File: src/rtl/avst_credit_rr_arbiter_if.sv
// Bundle of the ingress (per-source Avalon-ST), credit-return and egress
// signals of avst_credit_rr_arbiter.
//   slave  : arbiter view  (consumes avsi_*/update_credit/credit, drives
//            avsi_ready, avso_*, credit_avail)
//   master : environment view (sources, credit receiver and egress sink)
// Per-input vectors are packed, input i occupying [i*W +: W].
interface avst_credit_rr_arbiter_if #(
  parameter int NUM_INPUTS    = 4,
  parameter int DATA_WIDTH    = 128,
  parameter int EMPTY_WIDTH   = 4,
  parameter int CHANNEL_WIDTH = 10,
  parameter int CREDIT_WIDTH  = 5
);
  localparam int IDX_WIDTH = (NUM_INPUTS > 1) ? $clog2(NUM_INPUTS) : 1;

  logic [NUM_INPUTS*CHANNEL_WIDTH-1:0] avsi_channel;
  logic [NUM_INPUTS*DATA_WIDTH-1:0]    avsi_data;
  logic [NUM_INPUTS-1:0]               avsi_valid;
  logic [NUM_INPUTS-1:0]               avsi_sop;
  logic [NUM_INPUTS-1:0]               avsi_eop;
  logic [NUM_INPUTS*EMPTY_WIDTH-1:0]   avsi_empty;
  logic [NUM_INPUTS-1:0]               avsi_ready;

  logic                                update_credit;
  logic [CREDIT_WIDTH-1:0]             credit;

  logic [CHANNEL_WIDTH-1:0]            avso_channel;
  logic [DATA_WIDTH-1:0]               avso_data;
  logic                                avso_valid;
  logic                                avso_sop;
  logic                                avso_eop;
  logic [EMPTY_WIDTH-1:0]              avso_empty;
  logic [IDX_WIDTH-1:0]                avso_src;
  logic [CREDIT_WIDTH-1:0]             credit_avail;

  modport slave (
    input  avsi_channel, avsi_data, avsi_valid, avsi_sop, avsi_eop, avsi_empty,
    input  update_credit, credit,
    output avsi_ready,
    output avso_channel, avso_data, avso_valid, avso_sop, avso_eop, avso_empty,
    output avso_src, credit_avail
  );

  modport master (
    output avsi_channel, avsi_data, avsi_valid, avsi_sop, avsi_eop, avsi_empty,
    output update_credit, credit,
    input  avsi_ready,
    input  avso_channel, avso_data, avso_valid, avso_sop, avso_eop, avso_empty,
    input  avso_src, credit_avail
  );
endinterface

File: src/rtl/avst_credit_rr_arbiter.sv
// Packet-level round-robin arbiter feeding one credit-based Avalon-ST link.
// A source is granted in IDLE and owns the link from sop to eop; each egress
// beat consumes one credit, credits are replenished through update_credit.
// Ports:
//   clk      clock
//   reset_n  asynchronous active-low reset
//   bus      avst_credit_rr_arbiter_if.slave: per-input avsi_* with
//            avsi_ready (ready latency 0), update_credit/credit in,
//            registered avso_* egress with avso_src, credit_avail status
module avst_credit_rr_arbiter #(
  parameter int NUM_INPUTS    = 4,
  parameter int DATA_WIDTH    = 128,
  parameter int EMPTY_WIDTH   = 4,
  parameter int CHANNEL_WIDTH = 10,
  parameter int CREDIT_WIDTH  = 5
) (
  input  logic                     clk,
  input  logic                     reset_n,
  avst_credit_rr_arbiter_if.slave  bus
);
  localparam int          IDX_WIDTH = (NUM_INPUTS > 1) ? $clog2(NUM_INPUTS) : 1;
  localparam int unsigned NI        = NUM_INPUTS;

  localparam logic [0:0] ST_IDLE = 1'b0;
  localparam logic [0:0] ST_PKT  = 1'b1;

  logic [0:0]              state_q, state_d;
  logic [IDX_WIDTH-1:0]    grant_q, grant_d;
  logic [IDX_WIDTH-1:0]    rr_ptr_q, rr_ptr_d;
  logic [CREDIT_WIDTH-1:0] credit_cnt_q, credit_cnt_d;
  logic [CREDIT_WIDTH:0]   credit_sum;

  logic                    found;
  logic [IDX_WIDTH-1:0]    pick;
  logic [IDX_WIDTH-1:0]    idx;
  logic                    accept;

  logic [CHANNEL_WIDTH-1:0] sel_channel;
  logic [DATA_WIDTH-1:0]    sel_data;
  logic                     sel_valid;
  logic                     sel_sop;
  logic                     sel_eop;
  logic [EMPTY_WIDTH-1:0]   sel_empty;

  logic [CHANNEL_WIDTH-1:0] avso_channel_q;
  logic [DATA_WIDTH-1:0]    avso_data_q;
  logic                     avso_valid_q;
  logic                     avso_sop_q;
  logic                     avso_eop_q;
  logic [EMPTY_WIDTH-1:0]   avso_empty_q;
  logic [IDX_WIDTH-1:0]     avso_src_q;

  // Round-robin search starting one past the last packet's owner.
  always_comb begin
    found = 1'b0;
    pick  = '0;
    idx   = '0;
    for (int unsigned k = 1; k <= NI; k++) begin
      idx = IDX_WIDTH'((32'(rr_ptr_q) + k) % NI);
      if (!found && bus.avsi_valid[idx]) begin
        found = 1'b1;
        pick  = idx;
      end
    end
  end

  // Granted-source mux; ready depends only on state, grant and credit.
  always_comb begin
    sel_channel    = '0;
    sel_data       = '0;
    sel_valid      = 1'b0;
    sel_sop        = 1'b0;
    sel_eop        = 1'b0;
    sel_empty      = '0;
    bus.avsi_ready = '0;
    for (int unsigned i = 0; i < NI; i++) begin
      if (grant_q == IDX_WIDTH'(i)) begin
        sel_channel       = bus.avsi_channel[i*CHANNEL_WIDTH +: CHANNEL_WIDTH];
        sel_data          = bus.avsi_data[i*DATA_WIDTH +: DATA_WIDTH];
        sel_valid         = bus.avsi_valid[i];
        sel_sop           = bus.avsi_sop[i];
        sel_eop           = bus.avsi_eop[i];
        sel_empty         = bus.avsi_empty[i*EMPTY_WIDTH +: EMPTY_WIDTH];
        bus.avsi_ready[i] = (state_q == ST_PKT) && (credit_cnt_q != '0);
      end
    end
  end

  assign accept = (state_q == ST_PKT) && (credit_cnt_q != '0) && sel_valid;

  // One extra bit holds the un-saturated sum; accept implies credit_cnt_q>0,
  // so the subtraction cannot wrap.
  always_comb begin
    credit_sum = {1'b0, credit_cnt_q}
               + (bus.update_credit ? {1'b0, bus.credit} : '0)
               - {{CREDIT_WIDTH{1'b0}}, accept};
    credit_cnt_d = credit_sum[CREDIT_WIDTH] ? '1 : credit_sum[CREDIT_WIDTH-1:0];
  end

  always_comb begin
    state_d  = state_q;
    grant_d  = grant_q;
    rr_ptr_d = rr_ptr_q;
    case (state_q)
      ST_IDLE: begin
        if (found) begin
          grant_d = pick;
          state_d = ST_PKT;
        end
      end
      ST_PKT: begin
        if (accept && sel_eop) begin
          rr_ptr_d = grant_q;
          state_d  = ST_IDLE;
        end
      end
      default: state_d = ST_IDLE;
    endcase
  end

  always_ff @(posedge clk or negedge reset_n) begin
    if (!reset_n) begin
      state_q        <= ST_IDLE;
      grant_q        <= '0;
      rr_ptr_q       <= IDX_WIDTH'(NUM_INPUTS - 1);
      credit_cnt_q   <= '0;
      avso_channel_q <= '0;
      avso_data_q    <= '0;
      avso_valid_q   <= 1'b0;
      avso_sop_q     <= 1'b0;
      avso_eop_q     <= 1'b0;
      avso_empty_q   <= '0;
      avso_src_q     <= '0;
    end else begin
      state_q      <= state_d;
      grant_q      <= grant_d;
      rr_ptr_q     <= rr_ptr_d;
      credit_cnt_q <= credit_cnt_d;
      avso_valid_q <= accept;
      // Fields hold their last beat while no beat is accepted.
      if (accept) begin
        avso_channel_q <= sel_channel;
        avso_data_q    <= sel_data;
        avso_sop_q     <= sel_sop;
        avso_eop_q     <= sel_eop;
        avso_empty_q   <= sel_eop ? sel_empty : '0;
        avso_src_q     <= grant_q;
      end
    end
  end

  assign bus.avso_channel = avso_channel_q;
  assign bus.avso_data    = avso_data_q;
  assign bus.avso_valid   = avso_valid_q;
  assign bus.avso_sop     = avso_sop_q;
  assign bus.avso_eop     = avso_eop_q;
  assign bus.avso_empty   = avso_empty_q;
  assign bus.avso_src     = avso_src_q;
  assign bus.credit_avail = credit_cnt_q;
endmodule

File: src/flat_wrapper.sv
// flat-port wrapper written by rule: the top's interface ports become plain ports
module avst_credit_rr_arbiter_flat 
#(
  parameter int NUM_INPUTS    = 4,
  parameter int DATA_WIDTH    = 128,
  parameter int EMPTY_WIDTH   = 4,
  parameter int CHANNEL_WIDTH = 10,
  parameter int CREDIT_WIDTH  = 5
)
  (clk, reset_n, bus_avsi_channel, bus_avsi_data, bus_avsi_valid, bus_avsi_sop, bus_avsi_eop, bus_avsi_empty, bus_update_credit, bus_credit, bus_avsi_ready, bus_avso_channel, bus_avso_data, bus_avso_valid, bus_avso_sop, bus_avso_eop, bus_avso_empty, bus_avso_src, bus_credit_avail);
  avst_credit_rr_arbiter_if #(.NUM_INPUTS(NUM_INPUTS), .DATA_WIDTH(DATA_WIDTH), .EMPTY_WIDTH(EMPTY_WIDTH), .CHANNEL_WIDTH(CHANNEL_WIDTH), .CREDIT_WIDTH(CREDIT_WIDTH)) bus_i ();
  input  logic clk;
  input  logic reset_n;
  input wire logic [$bits(bus_i.avsi_channel)-1:0] bus_avsi_channel;
  input wire logic [$bits(bus_i.avsi_data)-1:0] bus_avsi_data;
  input wire logic [$bits(bus_i.avsi_valid)-1:0] bus_avsi_valid;
  input wire logic [$bits(bus_i.avsi_sop)-1:0] bus_avsi_sop;
  input wire logic [$bits(bus_i.avsi_eop)-1:0] bus_avsi_eop;
  input wire logic [$bits(bus_i.avsi_empty)-1:0] bus_avsi_empty;
  input wire logic [$bits(bus_i.update_credit)-1:0] bus_update_credit;
  input wire logic [$bits(bus_i.credit)-1:0] bus_credit;
  output wire logic [$bits(bus_i.avsi_ready)-1:0] bus_avsi_ready;
  output wire logic [$bits(bus_i.avso_channel)-1:0] bus_avso_channel;
  output wire logic [$bits(bus_i.avso_data)-1:0] bus_avso_data;
  output wire logic [$bits(bus_i.avso_valid)-1:0] bus_avso_valid;
  output wire logic [$bits(bus_i.avso_sop)-1:0] bus_avso_sop;
  output wire logic [$bits(bus_i.avso_eop)-1:0] bus_avso_eop;
  output wire logic [$bits(bus_i.avso_empty)-1:0] bus_avso_empty;
  output wire logic [$bits(bus_i.avso_src)-1:0] bus_avso_src;
  output wire logic [$bits(bus_i.credit_avail)-1:0] bus_credit_avail;
  assign bus_i.avsi_channel = bus_avsi_channel;
  assign bus_i.avsi_data = bus_avsi_data;
  assign bus_i.avsi_valid = bus_avsi_valid;
  assign bus_i.avsi_sop = bus_avsi_sop;
  assign bus_i.avsi_eop = bus_avsi_eop;
  assign bus_i.avsi_empty = bus_avsi_empty;
  assign bus_i.update_credit = bus_update_credit;
  assign bus_i.credit = bus_credit;
  assign bus_avsi_ready = bus_i.avsi_ready;
  assign bus_avso_channel = bus_i.avso_channel;
  assign bus_avso_data = bus_i.avso_data;
  assign bus_avso_valid = bus_i.avso_valid;
  assign bus_avso_sop = bus_i.avso_sop;
  assign bus_avso_eop = bus_i.avso_eop;
  assign bus_avso_empty = bus_i.avso_empty;
  assign bus_avso_src = bus_i.avso_src;
  assign bus_credit_avail = bus_i.credit_avail;
  avst_credit_rr_arbiter #(.NUM_INPUTS(NUM_INPUTS), .DATA_WIDTH(DATA_WIDTH), .EMPTY_WIDTH(EMPTY_WIDTH), .CHANNEL_WIDTH(CHANNEL_WIDTH), .CREDIT_WIDTH(CREDIT_WIDTH)) u_core (.clk(clk), .reset_n(reset_n), .bus(bus_i));
endmodule
File: config.mk
export PLATFORM = sky130hd
export DESIGN_NAME = avst_credit_rr_arbiter_flat
export DESIGN_NICKNAME = d
export VERILOG_FILES = /design/src/rtl/avst_credit_rr_arbiter_if.sv /design/src/rtl/avst_credit_rr_arbiter.sv /design/src/flat_wrapper.sv
export SDC_FILE = /design/constraint.sdc
export NUM_CORES = 1
export LEC_CHECK = 0
export CORE_AREA = 2 2 292 294
export DETAILED_ROUTE_END_ITERATION = 10
export DIE_AREA = 0 0 294 296
export DONT_BUFFER_PORTS = 1
export PLACE_DENSITY = 0.3
export SYNTH_ARGS = -nofsm -noshare
export SYNTH_HDL_FRONTEND = slang
export SYNTH_SLANG_ARGS = --single-unit
File: constraint.sdc
create_clock -name clk -period 6.47 [get_ports clk]
set_clock_uncertainty 0.15 [all_clocks]
set_input_delay 1.294 -clock clk [delete_from_list [all_inputs] [get_ports clk]]
set_output_delay 1.294 -clock clk [all_outputs]
set_load 0.05 [all_outputs]
==> summary.md, run 1 <==
| Metric | Value |
|---|---|
| Status | `finished, final reports clean` |
| Post-synth EDFFs | `0` |
| TritonCTS clock tree | `built` |
| RSZ-0062 raised after global routing | `false` |
| Final worst-path cycle share | `0.637` |
| FMAX | `242 MHz` |
| Post-CTS sizing | `0` |
| Worst Setup Path Type | `reg -> reg` |
| Post-synth ARST share | `1.00` |
| Post-CTS Setup Bufs | `0` |
| GP Congestion | `between 0.8 and 0.9` |
| Lkg Pwr | `around 0.0044 uW` |
| Crit path max-delay cell type | `dfrtp_4` |
| Cts bufs inserted | `17` |
| PortBufs | `0` |
| Worst R2R Setup Slack | `around 2.3 ns` |
| Largest net degree at the start of global routing | `around 160` |
| Ports | `about 740` |
| Overflow after GRT | `0` |
| Total number of vias | `6284` |
| Tot Pwr | `~8000 uW` |
| Peak VDD IR | `0.000231 V` |
| Fin crit period | `approximately 4.1 ns` |
| Critical Path Source Type | `flip-flop` |
| Initial detailed-routing violation count | `457` |
| Top-area cell type share of the netlist area | `0.379` |
| Clock root buffer | `clkbuf_16` |
| Antenna Nets Post-Route | `0` |
| Post-synthesis mux area share | `0.509` |
| Final hold violation count | `0` |
| DRC viols | `0` |
| Max_cap viols | `0` |
| Worst-path clk slew | `0.08 ns` |
| First-pass GRT wire length | `roughly 50000 um` |
| Delay-heaviest family, CP | `adder cells` |
| Syn_area_per_cell | `around 16 sq um` |
| Die width | `just under 300 um` |
| Post-Synth XOR/XNOR Area | `0.00171` |
| Crit-path cells | `mux4_2 -> o211ai_4 -> inv_8 -> ha_1 -> inv_1 -> ha_1 -> fa_1 -> a21oi_1 -> o21ai_0 -> a211oi_1 -> o22ai_1` |
| Fill cells | `9217` |
| Yosys reg bits | `between 150 and 200` |
| Crit path launch | `u_core.grant_q[0]` |
| Mapped Cells | `627` |
| Worst slack at placement | `between 2 and 2.5 ns` |
| Core Util, Final | `0.142` |
| Placed Cells | `approximately 1700` |
| Wire per inst | `22.8 um` |
| Routed wire length | `between 30000 and 40000 um` |
| Routed vias/inst | `approximately 3.7` |
| Final nets | `between 1000 and 1500` |
| PnR worst setup slack | `roughly 2.3 ns` |
| TritonRoute pass-1 iters | `4` |
| Core ar. | `roughly 84000 sq um` |
| Synth warn | `0` |
| Simple-Gate Fraction of Synth Area | `0.0274` |
| Worst min path class | `in -> async` |
| Worst Max-Slew Pin Slew | `1.22 ns` |
| H-Tree Depth | `4` |
| Cts hold-fix bufs | `0` |
| Setup TNS | `0 ns` |
| Commonest cells in the netlist | `dfrtp_1, mux4_2, mux2_4` |
| Critical Path AT | `approximately 4.3 ns` |
| Initial Util | `0.122` |
| WP data required | `around 6.7 ns` |
| Largest cells by area after synthesis | `dfrtp_1, mux4_2, mux2_4` |
| Non-Filler Instances | `between 1500 and 2000` |
| Critical path's most frequent cell | `ha_1` |
| Row cnt | `around 110` |
| HPWL Detailed | `approximately 31000 um` |
| Netlist cell types | `between 40 and 50` |
| Syn-to-layout area delta | `16.7%` |
| Area of the mapped netlist | `about 10000 sq um` |
| Synth Flop Type | `dfrtp_1` |
| CP max FO | `64` |
| Max Slew Vio Count | `0` |
| Worst r2r src | `u_core.grant_q[0]` |
| Buf/Inv on CP | `2` |
| Clock buffer depth | `2` |
| Initial antenna violation count | `18` |
| PD cells | `~670 nW/um^2` |
| Main combinational cell family by area after synthesis | `multiplexers` |
| Clk_lat worst skew | `0.48 ns` |
| Seq/Total Area, Yosys | `0.384` |
| Cell with the most instances after synthesis | `dfrtp_1` |
| Post-synthesis compound-gate area fraction | `0.0274` |
| Number of global-route vias before repair | `6612` |
| Layout cells sized above 1 | `0.544` |
| Synthesized Nets | `approximately 1200` |
| Gr usage total | `0.0839` |
| Slew margin rel. | `0.189` |
| Clock sinks | `between 150 and 200` |
| Die Ht | `296 um` |
| Critical path endpoint category | `flip-flop` |
| Final Setup Violations | `0` |
| Largest area contributor in the netlist | `dfrtp_1` |
| Die Area | `~87000 sq um` |
| Largest stage delay, worst path | `0.90 ns` |
| Post-Synth Adder-Cell Area | `0.0142` |
==> through the flow <==
| step | instance area, sq um | hold WS [ns] |
|---|---|---|
| after floorplan | 10200 | 0.424 |
| after global placement | 11400 | 0.474 |
| after detailed placement | 11400 | 0.470 |
| after CTS | 11900 | 0.285 |
| after global routing | 11900 | 0.293 |
| final | 12000 | 0.360 |
==> layer usage <==
layer	wire length [um]	global-route usage	vias to the layer above
met5	75	0	-
met4	1250	0.0411	12
met3	3980	0.0339	60
met2	19000	0.131	491
met1	14900	0.0996	3236
li1	-	-	2485
==> sequential cells by signal, indices dropped and copies added (netlist names) <==
name	cells
u_core.bus.avso_data	128
u_core.bus.avso_channel	10
u_core.bus.credit_avail	5
u_core.bus.avso_empty	4
u_core.bus.avso_src	2
u_core.grant_q	2
u_core.rr_ptr_q	2
u_core.bus.avso_eop	1
u_core.bus.avso_sop	1
u_core.bus.avso_valid	1
u_core.state_q	1
==> layout by cell type, fill, tap and decap left out, drive strengths merged, types with 2 or more instances in the layout <==
cell type,count
mux4,145
nand2,21
mux2i,3
or4,4
inv,26
ha,10
or3,4
dfstp,2
nor4,5
clkbuf,17
nand2b,5
nor3,5
o221ai,3
diode,10
dfrtp,155
a21oi,6
clkinvlp,5
buf,9
clkinv,3
o21ai,12
xnor2,2
nor2b,2
a21o,2
mux2,141
o21a,3
nor2,5
a211oi,4
==> where the power goes <==
group	switching, uW	internal (uW)	total, uW
Clock	485	493	978
Combinational	1270	1950	3220
Sequential	2360	1480	3840
==> cells by family after synthesis <==
kind of cell,count (synthesis)
adder cells (fa/ha/maj),11
multiplexers,289
AO/OA/AOI/OAI,40
AND/OR/NAND/NOR,55
flip-flops,157
buffers and inverters,73
XOR/XNOR,2
==> final cells by class <==
class,count,area (sq um),share of cell area
Antenna cell,10,25.0,0.00209
Sequential cell,157,3940,0.330
Clock inverter,14,109,0.00911
Multi-Input combinational cell,397,5940,0.497
Timing Repair Buffer,9,67.6,0.00565
Clock buffer,17,425,0.0356
Tap cell,1090,1360,0.114
Inverter,20,82.6,0.00691
==> worst paths after layout <==
path,to,depth (start not counted)
worst min-delay path,u_core.bus.credit_avail[4],0
max in group asynchronous,u_core.bus.avso_data[49],0
worst max-delay path,u_core.bus.credit_avail[4],11
min in group clk,u_core.state_q,1
worst max register to register,u_core.bus.credit_avail[4],11
worst min register to register,u_core.state_q,1
(Power assumes the default switching activity.)
==> run 2: changes to the inputs <==
==> constraint.sdc (replaced) <==
create_clock -name clk -period 4.1 [get_ports clk]
set_clock_uncertainty 0.15 [all_clocks]
set_input_delay 0.82 -clock clk [delete_from_list [all_inputs] [get_ports clk]]
set_output_delay 0.82 -clock clk [all_outputs]
set_load 0.05 [all_outputs]
==> summary.md, run 2 (same netlist as run 1, synthesis figures left out) <==
| Metric | Value |
|---|---|
| TritonCTS clock tree | `built (unchanged)` |
| Critical Path AT | `3.62 ns (was 4.32 ns)` |
| Critical Path Source Type | `flip-flop (unchanged)` |
| Routed vias/inst | `3.67 (about the same)` |
| Overflow after GRT | `0 (unchanged)` |
| Part of the power in registers | `0.451 (was 0.478)` |
| Final hold violation count | `155 (was 0)` |
| Die width | `294 um (unchanged)` |
| Gr usage total | `0.0826 (was 0.0839)` |
| Antenna Nets Post-Route | `0 (unchanged)` |
| Most common cell after layout, fill and taps aside | `dfrtp_1 (unchanged)` |
| Clock root buffer | `clkbuf_16 (unchanged)` |
| Clock network fraction of design power | `0.131 (was 0.122)` |
| Worst Max-Slew Pin Slew | `1.15 ns (was 1.22 ns)` |
| Max Slew Vio Count | `0 (unchanged)` |
| GRT met1 Usage | `0.0992 (was 0.0996)` |
| Max reg flops | `128 (unchanged)` |
| CP max FO | `10 (was 64)` |
| Worst Setup Path Type | `reg -> reg (unchanged)` |
| TritonRoute pass-1 iters | `4 (unchanged)` |
| Failing checks | `negative hold slack` |
| Combinational share of power | `0.418 (was 0.401)` |
| Die Area | `87000 sq um (unchanged)` |
| FMAX | `291 MHz (was 242 MHz)` |
| Cts bufs inserted | `17 (unchanged)` |
| Core ar. | `84200 sq um (unchanged)` |
| PortBufs | `0 (unchanged)` |
| Sequential Area | `3940 sq um (unchanged)` |
| Status | `finished with violations (was finished, final reports clean)` |
| Most used routing layer | `met2 (unchanged)` |
| Multi-input combinational cell area | `5940 sq um (unchanged)` |
| Cells on worst reg2reg path | `11 (unchanged)` |
| Final worst-path cycle share | `0.838 (was 0.637)` |
| Clk_lat worst skew | `0.46 ns (was 0.48 ns)` |
| DRC viols | `0 (unchanged)` |
| NetSw | `6490 uW (was 4120 uW)` |
| Routed wire length | `38600 um (was 39200 um)` |
| Syn-to-layout area delta | `18.0% (was 16.7%)` |
| Final Setup Violations | `0 (unchanged)` |
| PD cells | `1060 nW/um^2 (was 673 nW/um^2)` |
| RSZ-0062 raised after global routing | `false (unchanged)` |
| Most frequent cells in the layout | `dfrtp_1, mux4_2, mux2_4 (unchanged)` |
| Ports | `744 (unchanged)` |
| Peak VDD IR | `0.000525 V (was 0.000231 V)` |
| First-pass GRT wire length | `50000 um (was 50300 um)` |
| Fin crit period | `3.44 ns (was 4.12 ns)` |
| HPWL Detailed | `31100 um (was 31300 um)` |
| GP Congestion | `0.857 (was 0.849)` |
| Tot Pwr | `12900 uW (was 8040 uW)` |
| Slew margin rel. | `0.233 (was 0.189)` |
| Worst min path class | `in -> async (unchanged)` |
| Number of global-route vias before repair | `6622 (was 6612)` |
| PnR worst setup slack | `0.663 ns (was 2.35 ns)` |
| Worst-path clk slew | `0.07 ns (was 0.08 ns)` |
| Initial antenna violation count | `21 (was 18)` |
| Worst slack at placement | `0.474 ns (was 2.03 ns)` |
| H-Tree Depth | `4 (unchanged)` |
| Met3 track demand over resource | `0.0302 (was 0.0339)` |
| Critical path endpoint category | `flip-flop (unchanged)` |
| Min Hold Slack | `-0.0957 ns (was 0.360 ns)` |
| Die Ht | `296 um (unchanged)` |
| Layout cells sized above 1 | `0.549 (was 0.544)` |
| Initial detailed-routing violation count | `405 (was 457)` |
| Clock buffer depth | `2 (unchanged)` |
| Sw frac | `0.504 (was 0.513)` |
| Row cnt | `107 (unchanged)` |
| Final nets | `1208 (was 1201)` |
| Max_cap viols | `0 (unchanged)` |
| Met2 usage | `0.130 (was 0.131)` |
| Total number of vias | `6330 (was 6284)` |
| Fill cells | `9215 (was 9217)` |
| WP data required | `4.28 ns (was 6.67 ns)` |
| Wire per inst | `22.4 um (was 22.8 um)` |
| Setup TNS | `0 ns (unchanged)` |
| Clock sinks | `157 (unchanged)` |
| Lkg Pwr | `0.00445 uW (was 0.00438 uW)` |
| Largest net degree at the start of global routing | `158 (unchanged)` |
| Initial Util | `0.122 (unchanged)` |
| Int Pwr | `6390 uW (was 3920 uW)` |
run 2: routing by layer:
metal / part of all wire / vias to the layer above
li1: - / 2502
met1: 0.39 / 3295
met2: 0.49 / 470
met3: 0.089 / 53
met4: 0.028 / 10
met5: 0.0018 / -
run 2: power groups by stage:
stage	combinational [uW]	sequential (uW)	clock [uW]
after floorplan	4630	5480	0
after global placement	5430	5930	0
after detailed placement	5480	5880	0
after CTS	5500	5850	1820
after global routing	5830	5910	1870
final	5380	5800	1690
run 2: layout make-up:
cell class | instances | share of cell area
inverters | 20 | 0.00683
well taps | 1090 | 0.113
clock buffers | 18 | 0.0363
diodes | 14 | 0.00290
repair buffers | 16 | 0.0110
multi-input cells | 397 | 0.491
clock inverters | 13 | 0.0129
flip-flops and latches | 157 | 0.326
run 2: path summary, 6_finish.rpt:
kind	start	to	slack, ns
setup / recovery	u_core.bus.credit_avail[4]	u_core.bus.credit_avail[4]	0.66
hold / removal	reset_n	u_core.bus.avso_src[1]	-0.1
setup reg to reg	u_core.bus.credit_avail[4]	u_core.bus.credit_avail[4]	0.66
hold reg to reg	u_core.state_q	u_core.state_q	0.49
max in group asynchronous	reset_n	u_core.bus.avso_data[124]	3.51
min in group clk	bus_avsi_valid[0]	u_core.state_q	0.46
run 2: what timing repair did:
| item | CTS | global route |
|---|---|---|
| setup buffers | 0 | 0 |
| gates resized for setup | 0 | 0 |
| hold endpoints to repair | 155 | 155 |
run 2: critical path: stages (launching register included):
cell	delay, ns
dfrtp_1	0.39
or4_4	0.57
o211ai_4	0.39
inv_8	0.03
ha_1	0.28
inv_1	0.04
ha_1	0.20
fa_1	0.50
a21oi_1	0.26
o21ai_0	0.11
a211oi_1	0.25
o22ai_1	0.12
run 2: metrics by stage:
stage	hold slack (ns)	util	area, sq um	std cells
2_1_floorplan	0.374	-	10200	627
3_3_place_gp	0.381	0.136	11500	1680
3_5_place_dp	0.381	0.136	11500	1680
4_1_cts	-0.171	0.143	12100	1711
5_1_grt	-0.154	0.143	12100	1720
6_report	-0.0957	0.144	12100	1725
